## config.mk

```make
export PLATFORM = sky130hd
export DESIGN_NAME = fetch_queue
export DESIGN_NICKNAME = d
export VERILOG_FILES = /design/src/rtl/fetch_queue.sv
export SDC_FILE = /design/constraint.sdc
export NUM_CORES = 1
export LEC_CHECK = 0
export ABC_CLOCK_PERIOD_IN_PS = 3360
export CAP_MARGIN = 10
export CORE_ASPECT_RATIO = 0.75
export CORE_MARGIN = 2
export CORE_UTILIZATION = 35
export CTS_CLUSTER_SIZE = 20
export DETAILED_ROUTE_END_ITERATION = 8
export PLACE_DENSITY = 0.63
export SYNTH_ARGS = -nofsm -noshare
export SYNTH_HDL_FRONTEND = slang
export SYNTH_SLANG_ARGS = --single-unit
```

## constraint.sdc

```tcl
create_clock -name clk -period 3.36 [get_ports clk]
set_input_delay 0.672 -clock clk [delete_from_list [all_inputs] [get_ports clk]]
set_output_delay 0.672 -clock clk [all_outputs]
set_load 0.05 [all_outputs]
```

## src/rtl/fetch_queue.sv

```systemverilog
// rtl/fetch_queue.sv - fetch PC generator, 1-cycle ROM interface and instruction queue toward id
module fetch_queue #(
    parameter int                 ADDR_W   = 32,
    parameter int                 INST_W   = 32,
    parameter int                 DEPTH    = 4,
    parameter logic [ADDR_W-1:0]  RESET_PC = ADDR_W'(32'h1c000000)
) (
    input  logic                        clk,
    input  logic                        rst,
    output logic                        rom_inst_en_o,
    output logic [ADDR_W-1:0]           rom_inst_addr_o,
    input  logic [INST_W-1:0]           rom_inst_i,
    input  logic                        redirect_i,
    input  logic [ADDR_W-1:0]           redirect_pc_i,
    input  logic                        id_ready_i,
    output logic                        id_valid_o,
    output logic [ADDR_W-1:0]           id_pc_o,
    output logic [INST_W-1:0]           id_inst_o,
    output logic [$clog2(DEPTH):0]      count_o
);

    localparam int PW = $clog2(DEPTH);
    localparam int CW = PW + 1;

    logic [ADDR_W-1:0] fetch_pc;
    logic [ADDR_W-1:0] inflight_pc;
    logic              inflight;
    logic              discard;
    logic [PW-1:0]     wr_ptr;
    logic [PW-1:0]     rd_ptr;
    logic [CW-1:0]     count;

    logic [ADDR_W-1:0] mem_pc   [DEPTH];
    logic [INST_W-1:0] mem_inst [DEPTH];

    logic [CW:0]   occupancy;
    logic          issue;
    logic          push;
    logic          pop;
    logic [CW-1:0] count_nxt;

    // An in-flight fetch already owns a slot, so it counts toward occupancy.
    assign occupancy = {1'b0, count} + (CW+1)'(inflight);
    assign issue     = !rst && !redirect_i && (occupancy < (CW+1)'(DEPTH));
    assign push      = inflight && !discard && !redirect_i;
    assign pop       = (count != '0) && id_ready_i && !redirect_i;

    always_comb begin
        count_nxt = count;
        case ({push, pop})
            2'b10:   count_nxt = count + CW'(1);
            2'b01:   count_nxt = count - CW'(1);
            default: count_nxt = count;
        endcase
    end

    always_ff @(posedge clk) begin
        if (rst) begin
            fetch_pc    <= RESET_PC;
            inflight_pc <= '0;
            inflight    <= 1'b0;
            discard     <= 1'b0;
            wr_ptr      <= '0;
            rd_ptr      <= '0;
            count       <= '0;
        end else if (redirect_i) begin
            fetch_pc <= {redirect_pc_i[ADDR_W-1:2], 2'b00};
            inflight <= 1'b0;
            discard  <= inflight;
            wr_ptr   <= '0;
            rd_ptr   <= '0;
            count    <= '0;
        end else begin
            if (issue) begin
                fetch_pc    <= fetch_pc + ADDR_W'(4);
                inflight_pc <= fetch_pc;
            end
            inflight <= issue;
            discard  <= 1'b0;
            if (push)
                wr_ptr <= wr_ptr + PW'(1);
            if (pop)
                rd_ptr <= rd_ptr + PW'(1);
            count <= count_nxt;
        end
    end

    // Storage needs no reset; visibility is governed by count.
    always_ff @(posedge clk) begin
        if (!rst && push) begin
            mem_pc[wr_ptr]   <= inflight_pc;
            mem_inst[wr_ptr] <= rom_inst_i;
        end
    end

    assign rom_inst_en_o   = issue;
    assign rom_inst_addr_o = fetch_pc;
    assign id_valid_o      = (count != '0);
    assign id_pc_o         = id_valid_o ? mem_pc[rd_ptr]   : '0;
    assign id_inst_o       = id_valid_o ? mem_inst[rd_ptr] : '0;
    assign count_o         = count;

endmodule

```

==> summary.txt, run 1 <==
Outcome
  • Outcome: finished clean

Clock tree
  • Worst-skew pair later-pin latency: 570 ps
  • Post-CTS setup buffers: 0
  • Inserted Clock Buffers: 31
  • CTS tree: yes
  • Hold buffers post-CTS: 0
  • CTS max path bufs: 3
  • Root buffer cell: clkbuf_16
  • Clock slew at reported path FFs: 70 ps
  • CTS Sinks: 319
  • H-Tree Depth: 1

Worst setup path
  • CP Data Required Time: 2690 ps
  • CP bufs+invs: 2
  • Type of origin of the critical path: flop
  • Worst-path cell chain: or3_2 > buf_12 > and2_1 > dlygate4sd2_1
  • Crit-path slowest cell: or3_2
  • Worst Setup End Kind: primary output
  • Crit path kind: reg -> out
  • Worst path max stage delay: 670 ps
  • R2r setup slk: 710 ps
  • Worst Path Max Fanout: 50
  • CP top delay family: simple AND/OR/NAND/NOR gates
  • Critical Path AT: 2540 ps

Global route
  • Largest net degree at the start of global routing: 61
  • Grt total ovfl: 0
  • Vias in the first global route: 7668
  • GRT Resource Usage Total: 0.162
  • First-pass GRT wire length: 46.9 mm
  • Initial antenna violation count: 0

Power
  • PD cells: 530 nW/um^2
  • P_leak: 5.36 nW
  • Maximum vdd drop: 0.389 mV
  • Pwr Total: 8.57 mW

Placed design
  • GP Congestion: 0.821
  • Port Buffers: 162
  • Hpwl dp: 19.9 mm
  • Placed cell areas: 15100 um^2
  • Pre-CTS setup slack: 444 ps
  • Placed insts: 1435

STA
  • Hold Fails Final Rpt: 0
  • Setup TNS: 0 ps
  • Fmax: 311 MHz
  • Slew margin rel.: 0.534
  • RSZ-0062 raised after global routing: false
  • Count of final max-slew check failures: 0
  • Final worst slack: 145 ps
  • Clock skew: 12.9 ps
  • Setup-failing EPs final: 0
  • Crit path time final: 3220 ps
  • Part of the cycle the worst path needs: 0.957
  • Worst slew pin tran: 692 ps

Min path
  • Hold crit path type: in -> reg

Cells and area
  • Layout overhead on the synthesized area: 26.8%
  • Share of layout cells above drive strength 1: 0.183
  • Diodes inserted: 0
  • # fillers: 3180
  • Fin nets: 1078
  • Cell Count, Final, Fillers Out: 1493
  • Final instance area: 16200 um^2

Detailed routing
  • Drt total wl: 30.7 mm
  • DR WL/cell: 20.5 um
  • DR pass1 iterations: 5
  • Vias per cell: 5.16
  • Post-route DRC violation count: 0
  • DR iter-0 viols: 583
  • Post-route ant nets: 0
  • Total number of vias: 7706

Floorplan
  • Core ar.: 35900 um^2
  • Die height: 169 um
  • Initial core utilization: 0.355
  • Die ar.: 38000 um^2
  • # IOs: 169
  • Std-Cell Rows: 60
  • Width of the die: 224 um

Logic synthesis
  • Syn avg cell area: 15.4 um^2
  • Dominant cell type by area after synthesis: edfxtp_1
  • Yosys reg bits: 319
  • Top cell type's share of synthesized area: 0.584
  • Sequential area share after synthesis: 0.696
  • Area contributors post-synth: edfxtp_1 (58%), dfxtp_1 (11%), mux4_2 (11%), and2_1 (3.3%), nand2_1 (2.5%)
  • Post-Syn Area: 12700 um^2
  • Post-synth EDFFs: 248
  • YS warnings: 0
  • Top_reg_cell synth: edfxtp_1
  • Distinct cells, synth: 50
  • Post-Synthesis Cells: 828
  • FFs w/ async S/R, synth: 0

Flow run
  • Max-cap viol count: 0
## stage by stage
step	hold WS, ps	utilization
floorplan	431	-
global placement	449	0.421
detailed placement	457	0.421
CTS	441	0.450
global route	450	0.450
finish	463	0.450
## registers in the layout, indices dropped and copies added (netlist names), named ones only
register         flops
count_o              3
discard              1
inflight             1
inflight_pc         30
mem_inst           128
mem_pc             120
rd_ptr               2
rom_inst_addr_o     30
wr_ptr               2
## final timing paths
check | from | endpoint | depth (start not counted)
min | rst | inflight_pc[2]$_SDFFE_PP0P_ | 2
min reg2reg | inflight$_SDFF_PP0_ | discard$_SDFF_PP0_ | 2
max | count_o[0]$_SDFFE_PP0P_ | id_inst_o[19] | 4
max reg2reg | count_o[0]$_SDFFE_PP0P_ | count_o[2]$_SDFFE_PP0P_ | 9
## final cells by class
class                      count  area, um^2  share of cell area
multi-input combinational    444        3620               0.224
tap                          465         582              0.0360
sequential                   319        8880               0.549
clock buffer                  40         850              0.0526
clock inverter                18         250              0.0155
timing repair buffer         192        1930               0.119
inverter                      15        56.3             0.00348
## cell families after synthesis
group                      share of synthesized area
DFF                                            0.696
and+or+nand+nor                                0.111
AOI/OAI and AO/OA                             0.0460
buffers and inverters                         0.0221
muxes                                          0.110
xor gates and xnor gates                     0.00756
adders and majority gates                    0.00746
other                                       0.000294
## layout by cell type (no fill, tap or decap), types with 5 or more instances in the layout
cell	instances
a211oi_1	7
a21oi_1	37
a311oi_1	8
a31oi_1	8
and2_1	63
and3_1	8
buf_12	16
buf_4	41
bufinv_16	6
clkbuf_1	5
clkbuf_16	31
clkdlybuf4s50_1	98
clkinv_2	7
dfxtp_1	69
dlygate4sd2_1	36
edfxtp_1	248
ha_1	6
inv_1	14
mux4_2	62
nand2_1	85
nand3_1	12
nand4_1	16
nor2_1	32
nor3_1	11
nor4_1	8
o211ai_1	7
o21ai_0	5
or3_1	9
or4_1	5
xnor2_1	7
## synth_stat cells, types with 8 or more instances
| cell type | n |
|---|---|
| edfxtp_1 | 248 |
| nand2_1 | 85 |
| dfxtp_1 | 71 |
| and2_1 | 67 |
| mux4_2 | 62 |
| a21oi_1 | 37 |
| clkbuf_1 | 32 |
| nor2_1 | 32 |
| nand4_1 | 16 |
| inv_1 | 14 |
| nand3_1 | 12 |
| nor3_1 | 11 |
| or3_1 | 10 |
| buf_2 | 9 |
| a311oi_1 | 8 |
| a31oi_1 | 8 |
| and3_1 | 8 |
| buf_1 | 8 |
| nor4_1 | 8 |
## power breakdown
part	internal [mW]	total [mW]	switching [mW]
Clock	2.24	3.73	1.49
Combinational	0.185	0.476	0.292
Sequential	4.29	4.36	0.0763
## layer usage
layer / global-route usage / up-vias / part of all wire
met5: 0 / - / 0
met1: 0.241 / 3890 / 0.48
met3: 0.0350 / 45 / 0.059
met4: 0.0397 / 0 / 0.024
li1: - / 3536 / -
met2: 0.241 / 235 / 0.44
## what timing repair did
item | 4_1_cts | 5_1_grt
setup endpoints to repair | 36 | 0
endpoints found under the hold margin | 0 | 0
resized for setup | 36 | 0
(Power assumes the default switching activity.)
==> run 2: changes to the inputs <==
--- a/config.mk
+++ b/config.mk
@@ -5,7 +5,7 @@
 export SDC_FILE = /design/constraint.sdc
 export NUM_CORES = 1
 export LEC_CHECK = 0
-export ABC_CLOCK_PERIOD_IN_PS = 3360
+export ABC_CLOCK_PERIOD_IN_PS = 2750
 export CAP_MARGIN = 10
 export CORE_ASPECT_RATIO = 0.75
 export CORE_MARGIN = 2
==> constraint.sdc (replaced) <==
create_clock -name clk -period 2.75 [get_ports clk]
set_input_delay 0.55 -clock clk [delete_from_list [all_inputs] [get_ports clk]]
set_output_delay 0.55 -clock clk [all_outputs]
set_load 0.05 [all_outputs]
==> run 2 against run 1 <==
Net effect: die area stayed put; global-route usage is 0.21 points higher; cell area is 2.0% higher; wire length is 0.11% lower; final cell count is 1.1% higher; power is 18% higher; sequential power is 22% higher; clock skew is 2.1 ps higher; count of clock-buffer cells in the layout is 3 lower; via count is 1.2% higher; register-to-register slack worse by 230 ps; first-iteration DRC count is 20% higher.
==> summary.txt, run 2 (same netlist as run 1, synthesis figures left out) <==
Worst setup path
  • Worst-path cell chain: buf_12 > buf_16 > mux4_2 > and2_1 > buf_6
  • Critical Path AT: 2130 ps (-410 ps)
  • R2r setup slk: 480 ps (-230 ps)
  • CP bufs+invs: 3 (+1)
  • CP top delay family: multiplexers
  • Type of origin of the critical path: flop
  • CP Data Required Time: 2200 ps (-490 ps)
  • Crit-path slowest cell: mux4_2
  • Worst Setup End Kind: primary output
  • Crit path kind: reg -> out
  • Worst path max stage delay: 490 ps (-180 ps)
  • Worst Path Max Fanout: 8 (-84%)

Detailed routing
  • Post-route DRC violation count: 0 (unchanged)
  • Drt total wl: 30.6 mm (-0.11%)
  • DR iter-0 viols: 697 (+20%)
  • DR WL/cell: 20.3 um (-1.2%)
  • Total number of vias: 7801 (+1.2%)
  • Vias per cell: 5.17 (+0.16%)
  • Post-route ant nets: 0 (unchanged)
  • DR pass1 iterations: 5 (unchanged)

Clock tree
  • CTS Sinks: 319 (unchanged)
  • CTS tree: yes
  • Worst-skew pair later-pin latency: 560 ps (about the same)
  • Inserted Clock Buffers: 30 (-3.2%)
  • Root buffer cell: clkbuf_16
  • Hold buffers post-CTS: 0 (unchanged)
  • CTS max path bufs: 3 (unchanged)
  • H-Tree Depth: 1 (unchanged)
  • Clock slew at reported path FFs: 70 ps (about the same)

STA
  • Worst slew pin tran: 731 ps (+38.8 ps)
  • RSZ-0062 raised after global routing: true
  • Crit path time final: 2680 ps
  • Worst hold slack: 465 ps (+2.71 ps)
  • Hold Fails Final Rpt: 0 (unchanged)
  • Slew margin rel.: 0.508 (-0.0261)
  • Clock skew: 14.9 ps (+2.06 ps)
  • Count of final max-slew check failures: 0 (unchanged)
  • Part of the cycle the worst path needs: 0.975
  • Fmax: 373 MHz
  • Setup TNS: 0 ps (unchanged)
  • Setup-failing EPs final: 0 (unchanged)

Floorplan
  • Die ar.: 38000 um^2 (unchanged)
  • Initial core utilization: 0.355 (unchanged)
  • Core ar.: 35900 um^2 (unchanged)
  • Width of the die: 224 um (unchanged)
  • Die height: 169 um (unchanged)
  • Std-Cell Rows: 60 (unchanged)
  • # IOs: 169 (unchanged)

Cells and area
  • Cell Count, Final, Fillers Out: 1509 (+1.1%)
  • Final instance area: 16500 um^2 (+2.0%)
  • Diodes inserted: 0 (unchanged)
  • FF/Latch Area: 8880 um^2 (unchanged)
  • Layout overhead on the synthesized area: 29.3%
  • Multi-input gate area: 3670 um^2 (+1.4%)
  • Most flops, register: mem_inst
  • Most common cell after layout, fill and taps aside: edfxtp_1
  • Top flop regs: mem_inst x128, mem_pc x120
  • Fin nets: 1095 (+1.6%)
  • Max reg flops: 128 (unchanged)
  • # fillers: 3156 (-0.75%)
  • Commonest non-fill, non-tap cells in the layout: edfxtp_1 (248), clkdlybuf4s50_1 (97), nand2_1 (85)
  • Share of layout cells above drive strength 1: 0.241 (+0.0585)

Placed design
  • Hpwl dp: 20.5 mm (+3.3%)
  • Placed insts: 1444 (+0.63%)
  • Placed cell areas: 15200 um^2 (+0.76%)
  • GP Congestion: 0.809 (-1.5%)
  • Port Buffers: 162 (unchanged)

Power
  • Maximum vdd drop: 0.397 mV (+1.9%)
  • PD cells: 612 nW/um^2 (+15%)
  • P_leak: 5.40 nW (+0.72%)

Global route
  • Vias in the first global route: 7630 (-0.50%)
  • First-pass GRT wire length: 47.5 mm (+1.1%)
  • Largest net degree at the start of global routing: 45 (-26%)
  • Grt total ovfl: 0 (unchanged)
  • GRT Resource Usage Total: 0.164 (+0.00211)
  • Initial antenna violation count: 1 (+1)

Min path
  • Hold crit path type: reg -> reg

Flow run
  • Max-cap viol count: 0 (unchanged)

Outcome
  • Outcome: finished clean
-- run 2: cell types whose count changed in the layout (fill, tap and decap cells not counted), moves of 2 or more --
cell	before	now
dlygate4sd2_1	36	1
and2_4	4	22
bufinv_16	6	4
clkinvlp_4	3	1
clkinv_1	2	8
and2_1	63	44
clkbuf_8	4	0
buf_4	41	52
buf_6	0	29
buf_12	16	29
-- run 2: path summary, 6_finish.rpt --
path                                    startpoint                                to  cells past startpoint
hold reg to reg                inflight$_SDFF_PP0_                discard$_SDFF_PP0_                      2
hold / removal                 inflight$_SDFF_PP0_                discard$_SDFF_PP0_                      2
setup / recovery                              flop                       id_pc_o[18]                      5
setup reg to reg  rom_inst_addr_o[18]$_SDFFE_PP0P_  rom_inst_addr_o[25]$_SDFFE_PP0P_                      4
-- run 2: cell type report --
type                            instances  share of cell area
Sequential cell                       319               0.538
Multi-Input combinational cell        444               0.223
Timing Repair Buffer                  210               0.140
Clock buffer                           37              0.0484
Tap cell                              465              0.0353
Clock inverter                         19              0.0115
Inverter                               15             0.00342
-- run 2: per-stage QoR --
step	total power [mW]	utilization	setup slack, ps
detailed placement	6.03	0.424	89.5
global placement	6.03	0.424	103
global route	10.4	0.459	-36.6
finish	10.1	0.459	67.4
floorplan	5.73	-	157
CTS	10.2	0.454	-67.2
-- run 2: worst register-to-register path, cell delays in order (launching register included) --
cell      delay (ps)
dfxtp_1          500
nand4_2          320
or4_4            610
or4_1            500
a311oi_1         260
-- run 2: timing repair --
action                                  CTS  global route
gates resized for setup                   9            43
endpoints found under the setup margin   58            49
endpoints found under the hold margin     0             0
cloned                                    1             0
buffers inserted                          5             3
pin swaps                                 0             1
-- run 2: where the power goes --
group | switching, mW | internal (mW)
Sequential | 0.0908 | 5.24
Clock | 1.71 | 2.43
Combinational | 0.367 | 0.249
-- run 2: routing by layer --
layer  global-route usage  part of all wire
met1                0.254              0.48
met2                0.237              0.44
met3               0.0351             0.069
met4               0.0305             0.013
met5                    0                 0
==> run 3: changes to the inputs <==
--- a/config.mk
+++ b/config.mk
@@ -13,6 +13,7 @@
 export CTS_CLUSTER_SIZE = 20
 export DETAILED_ROUTE_END_ITERATION = 8
 export PLACE_DENSITY = 0.63
+export REMOVE_ABC_BUFFERS = 1
 export SYNTH_ARGS = -nofsm -noshare
 export SYNTH_HDL_FRONTEND = slang
 export SYNTH_SLANG_ARGS = --single-unit
==> run 3 against run 2 <==
Net effect: sequential power about the same; hold slack lost 160 ps; register-to-register slack got worse by 60 ps; count of clock-buffer cells in the layout unchanged; cell area increased by 1.2%; combinational power is 3% higher; critical path depth decreased by 1; worst setup slack got worse by 53 ps; clock power rose by 4.8%; critical endpoint is now id_pc_o[5].
==> summary.txt, run 3 (same netlist as run 1, synthesis figures left out) <==
Outcome
  • Outcome: finished clean

Worst setup path
  • Reg2Reg Depth: 5 (+1)
  • CP Data Required Time: 2200 ps (about the same)
  • Critical Path AT: 2190 ps (+60 ps)
  • Type of origin of the critical path: flop
  • Worst Setup End Kind: primary output
  • Crit path kind: reg -> out
  • Worst Path Max Fanout: 16 (+8)
  • R2r setup slk: 420 ps (-60 ps)

Min path
  • Hold depth: 2 (unchanged)
  • Hold crit path type: in -> reg

STA
  • Worst slew pin tran: 681 ps (-50.4 ps)
  • RSZ-0062 raised after global routing: true
  • Slew margin rel.: 0.542 (+0.0339)
  • Part of the cycle the worst path needs: 0.995 (+0.0191)
  • Count of final max-slew check failures: 0 (unchanged)
  • Setup TNS: 0 ps (unchanged)
  • Crit path time final: 2740 ps (+52.5 ps)
  • Setup-failing EPs final: 0 (unchanged)
  • Fmax: 366 MHz (-1.9%)
  • Hold Fails Final Rpt: 0 (unchanged)
  • Clock skew: 18.8 ps (+3.89 ps)
  • Worst hold slack: 309 ps (-156 ps)

Detailed routing
  • DR iter-0 viols: 851 (+22%)
  • Post-route DRC violation count: 0 (unchanged)
  • Total number of vias: 7861 (+0.77%)
  • Vias per cell: 5.21 (+0.84%)
  • DR pass1 iterations: 7 (+2)
  • Drt total wl: 31.8 mm (+3.8%)
  • Post-route ant nets: 0 (unchanged)
  • DR WL/cell: 21.1 um (+3.8%)

Clock tree
  • CTS max path bufs: 3 (unchanged)
  • Worst-skew pair later-pin latency: 560 ps (about the same)
  • Hold buffers post-CTS: 0 (unchanged)
  • Inserted Clock Buffers: 30 (unchanged)
  • CTS tree: yes
  • CTS Sinks: 319 (unchanged)
  • Root buffer cell: clkbuf_16
  • H-Tree Depth: 1 (unchanged)
  • Clock slew at reported path FFs: 70 ps (about the same)

Floorplan
  • Core ar.: 35900 um^2 (unchanged)
  • Die ar.: 38000 um^2 (unchanged)
  • Initial core utilization: 0.355 (unchanged)
  • Width of the die: 224 um (unchanged)
  • # IOs: 169 (unchanged)
  • Die height: 169 um (unchanged)
  • Std-Cell Rows: 60 (unchanged)

Power
  • Maximum vdd drop: 0.459 mV (+16%)
  • P_leak: 5.46 nW (+1.1%)
  • PD cells: 618 nW/um^2 (+0.97%)

Global route
  • First-pass GRT wire length: 47.7 mm (+0.49%)
  • GRT Resource Usage Total: 0.165 (+0.00107)
  • Initial antenna violation count: 0 (-1)
  • Vias in the first global route: 7777 (+1.9%)
  • Grt total ovfl: 0 (unchanged)
  • Largest net degree at the start of global routing: 65 (+44%)

Cells and area
  • Commonest non-fill, non-tap cells in the layout: edfxtp_1 (248), clkdlybuf4s50_1 (97), nand2_1 (85)
  • Diodes inserted: 0 (unchanged)
  • Share of layout cells above drive strength 1: 0.261 (+0.0194)
  • Most flops, register: mem_inst
  • Max reg flops: 128 (unchanged)
  • Most common cell after layout, fill and taps aside: edfxtp_1
  • Layout overhead on the synthesized area: 30.8%
  • Top flop regs: mem_inst x128, mem_pc x120
  • Fin nets: 1094 (-0.091%)

Placed design
  • Port Buffers: 162 (unchanged)
  • Hpwl dp: 20.7 mm (+0.65%)
  • GP Congestion: 0.812 (+0.42%)

Flow run
  • Max-cap viol count: 0 (unchanged)
## run 3: cell count changes in the layout (fill, tap and decap cells not counted), moves of 4 or more
cell	before	now
and2_4	22	34
clkinv_1	8	4
and2_1	44	32
buf_6	29	33
clkbuf_8	0	4
clkbuf_1	6	2
buf_4	52	41
## run 3: layout make-up
class                   instances  area [um^2]
fillers                      3121        19200
clock buffers                  37          838
multi-input cells             444         3700
repair buffers                209         2410
inverters                      15         56.3
flip-flops and latches        319         8880
clock inverters                19          211
well taps                     465          582
## run 3: through the flow
step	power (mW)	instance area (um^2)	utilization	instances	setup slack (ps)
2_1_floorplan	5.70	12500	-	778	-1420
3_3_place_gp	6.03	15300	0.425	1444	97.2
3_5_place_dp	6.04	15300	0.425	1444	110
4_1_cts	10.4	16600	0.462	1507	-40.0
5_1_grt	10.6	16700	0.465	1508	-55.6
6_report	10.3	16700	0.465	1508	14.9
## run 3: worst max-delay path, stage by stage (launching register included)
cell     delay [ps]
dfxtp_4         480
buf_12          230
mux4_2          510
and2_1          230
buf_6           170
## run 3: layer usage
| metal | vias to the layer above | GRT usage | share of wire |
|---|---|---|---|
| met4 | 0 | 0.0314 | 0.016 |
| met1 | 3964 | 0.249 | 0.48 |
| met3 | 44 | 0.0355 | 0.070 |
| met2 | 284 | 0.246 | 0.43 |
| met5 | - | 0 | 0 |
| li1 | 3569 | - | - |
## run 3: repair_timing
item,4_1_cts,5_1_grt
gates resized for setup,46,30
pin swaps,0,2
hold endpoints to repair,0,0
buffers inserted,5,0
setup endpoints to repair,62,45
gates cloned,2,1
## run 3: power by group
part	switching [mW]	total [mW]	internal (mW)
Sequential	0.0922	5.33	5.24
Clock	1.80	4.34	2.55
Combinational	0.377	0.632	0.255
## run 3: final timing paths
path                              startpoint                                to
max                                     flop                        id_pc_o[5]
min                                      rst                discard$_SDFF_PP0_
max reg2reg  rom_inst_addr_o[2]$_SDFFE_PP0P_  rom_inst_addr_o[26]$_SDFFE_PP1P_
min reg2reg              inflight$_SDFF_PP0_                discard$_SDFF_PP0_
